`src/rtl/pipe_pkg.sv`:
```
// rtl/pipe_pkg.sv - shared pipeline constants and fetch state type
package pipe_pkg;

  localparam int          PC_W      = 32;
  localparam logic [31:0] RESET_PC  = 32'd0;
  localparam logic [31:0] NOP_INSTR = 32'h0000_0000;

  typedef enum logic {
    RUN  = 1'b0,
    HALT = 1'b1
  } fetch_state_e;

endpackage

```
`src/rtl/return_address_stack.sv`:
```
// rtl/return_address_stack.sv - circular return address stack with overflow/underflow pulses
module return_address_stack #(
  parameter int DEPTH = 8,
  parameter int W     = 32
) (
  input  logic         clk,
  input  logic         rst,
  input  logic         push,
  input  logic         pop,
  input  logic [W-1:0] push_data,
  output logic [W-1:0] top,
  output logic         full,
  output logic         empty,
  output logic         overflow,
  output logic         underflow
);

  localparam int PTR_W = $clog2(DEPTH);

  logic [W-1:0]     mem [DEPTH];
  logic [PTR_W-1:0] ptr;
  logic [PTR_W-1:0] top_idx;
  logic [PTR_W:0]   count;

  // ptr is the next free slot; when full it also names the oldest entry,
  // so a push while full overwrites exactly that entry.
  assign top_idx   = ptr - PTR_W'(1);
  assign top       = mem[top_idx];
  assign full      = (count == (PTR_W+1)'(DEPTH));
  assign empty     = (count == '0);
  assign overflow  = push & full;
  assign underflow = pop & ~push & empty;

  always_ff @(posedge clk) begin
    if (rst) begin
      ptr   <= '0;
      count <= '0;
    end else if (push) begin
      ptr <= ptr + PTR_W'(1);
      if (!full) count <= count + (PTR_W+1)'(1);
    end else if (pop && !empty) begin
      ptr   <= top_idx;
      count <= count - (PTR_W+1)'(1);
    end
  end

  always_ff @(posedge clk) begin
    if (push) mem[ptr] <= push_data;
  end

endmodule

```
`src/rtl/fetch_stage.sv`:
```
// rtl/fetch_stage.sv - IF stage: PC register, redirect mux, RAS and RUN/HALT control
module fetch_stage #(
  parameter int              PC_W      = pipe_pkg::PC_W,
  parameter int              RAS_DEPTH = 8,
  parameter logic [PC_W-1:0] RESET_PC  = PC_W'(pipe_pkg::RESET_PC)
) (
  input  logic            clk,
  input  logic            rst,
  input  logic            stall,
  input  logic            branch_taken_D,
  input  logic [PC_W-1:0] branch_target_D,
  input  logic            jump_D,
  input  logic            call_D,
  input  logic [PC_W-1:0] jump_target_D,
  input  logic            ret_D,
  input  logic [PC_W-1:0] NPC_D,
  input  logic            halt_D,
  output logic [PC_W-1:0] imem_addr,
  input  logic [31:0]     imem_data,
  output logic [31:0]     Instruction_F,
  output logic [PC_W-1:0] NPC_F,
  output logic            kill,
  output logic            disable_IR,
  output logic            ras_overflow,
  output logic            ras_underflow
);
  import pipe_pkg::*;

  fetch_state_e    state_q, state_d;
  logic [PC_W-1:0] pc_q, pc_d;
  logic            ras_push, ras_pop;
  logic [PC_W-1:0] ras_top;
  logic            ras_empty, ras_full_unused;
  logic            ras_ovf_pulse, ras_unf_pulse;

  assign imem_addr     = pc_q;
  assign Instruction_F = imem_data;
  assign NPC_F         = pc_q + PC_W'(1);

  return_address_stack #(
    .DEPTH(RAS_DEPTH),
    .W    (PC_W)
  ) u_ras (
    .clk      (clk),
    .rst      (rst),
    .push     (ras_push),
    .pop      (ras_pop),
    .push_data(NPC_D),
    .top      (ras_top),
    .full     (ras_full_unused),
    .empty    (ras_empty),
    .overflow (ras_ovf_pulse),
    .underflow(ras_unf_pulse)
  );

  always_comb begin
    pc_d       = pc_q;
    state_d    = state_q;
    kill       = 1'b0;
    disable_IR = 1'b0;
    ras_push   = 1'b0;
    ras_pop    = 1'b0;
    if (rst) begin
      kill = 1'b1;
    end else if (state_q == HALT) begin
      kill = 1'b1;
    end else if (stall) begin
      // ID re-presents the same instruction next cycle, so its redirect waits
      disable_IR = 1'b1;
    end else if (halt_D) begin
      kill    = 1'b1;
      state_d = HALT;
    end else if (ret_D) begin
      kill    = 1'b1;
      ras_pop = 1'b1;
      pc_d    = ras_empty ? RESET_PC : ras_top;
    end else if (call_D) begin
      kill     = 1'b1;
      ras_push = 1'b1;
      pc_d     = jump_target_D;
    end else if (jump_D) begin
      kill = 1'b1;
      pc_d = jump_target_D;
    end else if (branch_taken_D) begin
      kill = 1'b1;
      pc_d = branch_target_D;
    end else begin
      pc_d = NPC_F;
    end
  end

  always_ff @(posedge clk) begin
    if (rst) begin
      state_q       <= RUN;
      pc_q          <= RESET_PC;
      ras_overflow  <= 1'b0;
      ras_underflow <= 1'b0;
    end else begin
      state_q       <= state_d;
      pc_q          <= pc_d;
      ras_overflow  <= ras_overflow | ras_ovf_pulse;
      ras_underflow <= ras_underflow | ras_unf_pulse;
    end
  end

endmodule
```
`config.mk`:
```
export PLATFORM = sky130hd
export DESIGN_NAME = fetch_stage
export DESIGN_NICKNAME = d
export VERILOG_FILES = /design/src/rtl/pipe_pkg.sv /design/src/rtl/return_address_stack.sv /design/src/rtl/fetch_stage.sv
export SDC_FILE = /design/constraint.sdc
export NUM_CORES = 1
export LEC_CHECK = 0
export BUFFER_PORTS_ARGS = -buffer_cell sky130_fd_sc_hd__buf_2
export CORE_MARGIN = 2
export CORE_UTILIZATION = 50
export CTS_BUF_LIST = sky130_fd_sc_hd__clkbuf_4 sky130_fd_sc_hd__clkbuf_8
export DETAILED_ROUTE_END_ITERATION = 8
export PLACE_DENSITY = 0.86
export SLEW_MARGIN = 0
export SYNTH_ARGS = -nofsm -noshare
export SYNTH_HDL_FRONTEND = slang
export SYNTH_SLANG_ARGS = --single-unit
export TNS_END_PERCENT = 30
```
`constraint.sdc`:
```
create_clock -name clk -period 5.2 [get_ports clk]
set_clock_uncertainty 0.05 [all_clocks]
set_input_delay 0 -clock clk [delete_from_list [all_inputs] [get_ports clk]]
set_output_delay 0 -clock clk [all_outputs]
set_load 0.1 [all_outputs]
```
Yosys cells after proc, flatten, opt, wreduce, memory -nomap -nowiden

Memories as Yosys holds them, arrays and structs flattened.
Index checks and enable logic that the tools add are counted.

$add $sub $neg: 5
Eq/ne operators: 2
Mux-type cells: 37
Bitwise gates (word level): 9
Reduce and logical (&&, ||, !) cells: 6

Operator list:

| kind                    | count |
|---|---|
| $mux W32                | 5 |
| $add A32 B1 Y32 const B | 1 |
| $mux W1                 | 27 |
| $mux W4                 | 3 |
| $mux W3                 | 2 |
| $add A4 B1 Y4 const B   | 1 |
| $eq A4 B4 Y1 const B    | 1 |
| $logic_not A4 Y1        | 1 |
| $not A1 Y1              | 4 |
| $sub A4 B1 Y4 const B   | 1 |
| $add A3 B1 Y3 const B   | 1 |
| $and A1 B1 Y1           | 3 |
| $reduce_and A3 Y1       | 1 |
| $sub A3 B1 Y3 const B   | 1 |
| $ne A2 B2 Y1 const B    | 1 |
| $or A1 B1 Y1            | 2 |
| $reduce_and A2 Y1       | 1 |
| $reduce_bool A2 Y1      | 1 |
| $logic_and A1 B1 Y1     | 1 |
| $logic_not A1 Y1        | 1 |

Register bits after elaboration: 42
RAM bits: 256
Word-level logic and storage cells: 66
Memories: 1

Memory list:

| memory    | words | width | rd ports | clocked after memory_dff | write ports | RTL line                   | text |
|---|---|---|---|---|---|---|---|
| u_ras.mem | 8     | 32    | 1        | 0                        | 1           | return_address_stack.sv:20 | `logic [W-1:0] mem [DEPTH];` |

Depth between registers and ports, before layout

Word-level depth: 10
Mapped depth: 12
Gate-level depth less buffers: 10

Hierarchy

From an unflattened synthesis, not the netlist that was laid out.

Cell total of the unflattened synthesis: 931
Area total of the unflattened synthesis: 13638.1 µm²

Modules (own cells, without submodules):

| module               | times used | cells each | area each (µm²) |
|---|---|---|---|
| return_address_stack | 1          | 442        | 10194.8 |
| fetch_stage          | 1          | 489        | 3443.3 |

Worst setup path after synthesis

Ideal clock, no wire load.

Kind: register -> register
Start point: register state_q
End point: memory u_ras.mem[0][0] (enable)
Arrival time: 4.343 ns
Required time: 4.649 ns
Setup slack: 0.306 ns
Stages on the path, launching flop included: 6
Buffers on the path: 1
Cell sequence: dfxtp_1 -> nor3_1 -> and3_1 -> clkbuf_1 -> inv_2 -> nor4_1

Word-level cells in the longest chain between the ends: 4

Ends and longest elaborated chain:

| element                       | RTL line                   | text |
|---|---|---|
| from (decl)                   | fetch_stage.sv:29          | `fetch_state_e state_q, state_d;` |
| from (signal assigned)        | fetch_stage.sv:99          | `state_q <= state_d;` |
| $mux W1                       | fetch_stage.sv:65          | `end else if (state_q == HALT) begin` |
| $mux W1                       | fetch_stage.sv:63          | `if (rst) begin` |
| $mux W1                       | return_address_stack.sv:48 | `if (push) mem[ptr] <= push_data;` |
| $mux W1 (not written as such) | return_address_stack.sv:48 |  |
| to (decl)                     | return_address_stack.sv:20 |  |

No other way between the ends.

Worst setup path after layout

Start point: register u_ras.ptr[0]
End point: register pc_q[19], in the netlist imem_addr[19]

Word-level cells in the longest chain between the ends: 4

Ends and longest elaborated chain:

| element                | RTL line                   | text |
|---|---|---|
| from (decl)            | return_address_stack.sv:21 | `logic [PTR_W-1:0] ptr;` |
| from (signal assigned) | return_address_stack.sv:39 | `ptr <= ptr + PTR_W'(1);` |
| from (signal assigned) | return_address_stack.sv:42 | `ptr <= top_idx;` |
| $sub A3 B1 Y3          | return_address_stack.sv:27 | `assign top_idx = ptr - PTR_W'(1);` |
| $mem_v2 Z8 W32         | --                         |  |
| $mux W32               | fetch_stage.sv:76          | `pc_d = ras_empty ? RESET_PC : ras_top;` |
| $mux W32               | fetch_stage.sv:73          | `end else if (ret_D) begin` |
| to (signal assigned)   | fetch_stage.sv:100         | `pc_q <= pc_d;` |
| to (decl)              | fetch_stage.sv:30          | `logic [PC_W-1:0] pc_q, pc_d;` |

No other way between the ends.
A chain may end at the register's enable or synchronous reset.

==> metrics.md <==
| Metric | Value |
|---|---|
| WL/cell | `25.6 µm` |
| Post-DP HPWL | `25,000 µm` |
| Post-Syn Area per Cell | `14.6 µm²` |
| Routed length on met3 | `4580 µm` |
| Post-route ant nets | `0` |
| Worst Reg-to-Reg Cells | `9` |
| Die area | `0.0277 mm²` |
| Max_cap viols | `0` |
| Seq pwr share | `48.1%` |
| Setup ws final | `1.36 ns` |
| Vias per cell | `between 6 and 7` |
| Initial antenna violation count | `12` |
| Total congestion overflow | `0` |
| Routed met2 length | `19,300 µm` |
| CTS Root Cell | `clkbuf_8` |
| Setup bufs post-CTS | `0` |
| Synth unique cells | `69` |
| Max stage delay on crit path | `0.83 ns` |
| Pwr Total | `~5.5 mW` |
| CTS max path bufs | `3` |
| Ys Warns | `0` |
| Routed via count | `9,890` |
| Final setup fails | `0` |
| Crit. End Element | `register` |
| Synth Net Count | `1,047` |
| Clk sink count | `298` |
| Slowest CP cell | `ha_2` |
| Hold Fails Final Rpt | `0` |
| GRT Total Usage | `about 28%` |
| Worst-Margin Slew | `1.03 ns` |
| Switching part of the total | `27.6%` |
| FF+latch count, synth | `298` |
| F_max | `261 MHz` |
| TritonRoute pass-1 iters | `6` |
| Vias in the first global route | `9,640` |
| RSZ-0062 raised after global routing | `no` |
| Fin crit period | `3.84 ns` |
| DRC Markers | `0` |
| Sw Pwr | `1.52 mW` |
| Post-Syn Instances | `905` |
| Setup TNS Final | `0 ns` |
| Clk pwr share | `37.4%` |
| Top routing layer in use | `met5` |
| Port Buffers | `171` |
| Most frequent cells in the layout | `edfxtp_1, buf_2, dlygate4sd3_1` |
| Worst-path clk slew | `0.07 ns` |
| Die width | `166 µm` |
| Num CTS Buffers | `44` |
| Hold Path Class | `in -> reg` |
| Worst-path maximum fanout | `29` |
| Layout fillers | `1,698` |
| Area Growth Syn to Fin | `24.3%` |
| Crit-path cells | `inv_1, ha_2, buf_12, mux4_2, mux2i_1, o22ai_1, o21ai_0, a21oi_1, dlygate4sd3_1` |
| DIE HEIGHT | `~170 µm` |
| Nature of the critical path startpoint | `register` |
| Slew headroom | `between 30% and 40%` |
| First-pass GRT wire length | `around 60,000 µm` |
| Pre-CTS setup slack | `approximately 1.9 ns` |
| CTS tree | `done` |
| Mapped Area | `0.0132 mm²` |
| Row Count | `59` |
| Worst Path Arrival | `4.22 ns` |
| Int Pwr | `4.00 mW` |
| WHS Path Cells | `5` |
| Wirelength, routed | `39,800 µm` |
| Clock latency on the worst-skew pair | `0.56 ns` |
| Register area share after synthesis | `64.6%` |
| Prevailing post-synth register cell | `edfxtp_1` |
| Routability cong. | `0.973` |
| Slew Viols, Final | `0` |
| M1 WL | `13,500 µm` |
| Max VDD drop | `0.000198 V` |
| Outcome | `completed` |
| Commonest non-fill, non-tap cell in the layout | `edfxtp_1` |
| Post-CTS Resized | `0` |
| Post-layout net count | `1,319` |
| Largest net degree at the start of global routing | `52` |
| I/O pins | `236` |
| Post-synth EDFFs | `256` |
| Area of the multi-input gates | `0.00417 mm²` |
| Fin crit share | `73.8%` |
| Worst EP required | `5.59 ns` |
| PD cells | `about 340 mW/mm²` |
| Core area | `0.0260 mm²` |
| Combinational group share of total power | `14.6%` |
| Effective utilization at floorplan | `about half` |
| Setup CP Type | `reg -> reg` |
| DR iter-0 viols | `about 1,400` |
| Reg area | `0.00853 mm²` |
| Share of post-route cells with drive strength above 1 | `30.4%` |
| Asr flop ratio synth | `0%` |
| P_leak | `5.91 nW` |
| Htree depth | `2` |
layout make-up:
| cell class | count | area share (%) |
|---|---|---|
| Antenna cell | 6 | 0.0915 |
| Clock buffer | 68 | 5.28 |
| Clock inverter | 14 | 0.778 |
| Inverter | 10 | 0.313 |
| Multi-Input combinational cell | 510 | 25.4 |
| Sequential cell | 298 | 52.0 |
| Tap cell | 335 | 2.55 |
| Timing Repair Buffer | 313 | 13.6 |
metal layers:
metal | up-vias | track usage, %
met5 | - | 0
met3 | 193 | 7.22
met2 | 896 | 46.6
li1 | 4039 | -
met4 | 12 | 14.5
met1 | 4750 | 34.4
sequential cells by signal, summed over array words and instances, names as in the netlist:
register and flops:
imem_addr 32, ras_overflow 1, ras_underflow 1, state_q 1
u_ras.ptr 3, u_ras.mem 256, u_ras.count 4
cell usage after synthesis (19+ instances only):
cell type | instances | area share, %
a21oi_1 | 46 | 1.7
nand2_1 | 75 | 2.1
buf_4 | 34 | 1.9
clkbuf_1 | 35 | 1.0
nor2_1 | 63 | 1.8
mux4_2 | 64 | 11
o21ai_0 | 27 | 1.0
nand3_1 | 19 | 0.72
xnor2_1 | 26 | 1.7
dfxtp_1 | 42 | 6.4
edfxtp_1 | 256 | 58
nor3_1 | 27 | 1.0
metrics by stage:
step                      instances  utilization [%]  hold slack, ns  cell area, µm²
final                          1554             63.2          0.0255           16400
after global routing           1553             63.1          0.0236           16400
after CTS                      1548             63.1         0.00153           16400
after detailed placement       1347             54.7         -0.0487           14200
after global placement         1347             54.7         -0.0487           14200
after floorplan                 905                -          0.0489           13200
worst max-delay path: cells and delay by family (launching register included):
| family | cells | cell delay, ns |
|---|---|---|
| DFF | 1 | 0.71 |
| muxes | 2 | 0.63 |
| AOI/OAI and AO/OA | 3 | 0.39 |
| buffers and inverters | 3 | 1.04 |
| adders and majority gates | 1 | 0.83 |
worst paths after layout:
kind	from	end	slack (ns)
worst max-delay path	u_ras.ptr[0]	imem_addr[19]	1.36
worst min-delay path	branch_target_D[7]	imem_addr[7]	0.03
worst max register to register	u_ras.ptr[0]	imem_addr[19]	1.36
worst min register to register	ras_overflow	ras_overflow	0.49
kinds of logic (layout without fill, tap and decap cells):
kind of cell	Yosys count	count (layout)	synth area share (%)
AO/OA/AOI/OAI	142	142	6.81
XOR/XNOR	36	36	2.45
adder cells (fa/ha/maj)	6	6	0.626
buffers and inverters	97	405	4.20
flip-flops	298	298	64.6
multiplexers	79	79	12.1
other	0	6	0
AND/OR/NAND/NOR	247	247	9.24
power groups by stage:
stage	Clock (mW)	Combinational (mW)	Sequential, mW
floorplan	0	0.452	2.80
finish	2.07	0.805	2.66
CTS	2.06	0.791	2.65
global route	2.18	0.832	2.66
global placement	0	0.601	2.70
detailed placement	0	0.610	2.70
timing repair:
action,4_1_cts,5_1_grt
hold buffers,119,0
endpoints found under the hold margin,326,0
endpoints found under the setup margin,0,0
Power figures use the tool's default switching activity.
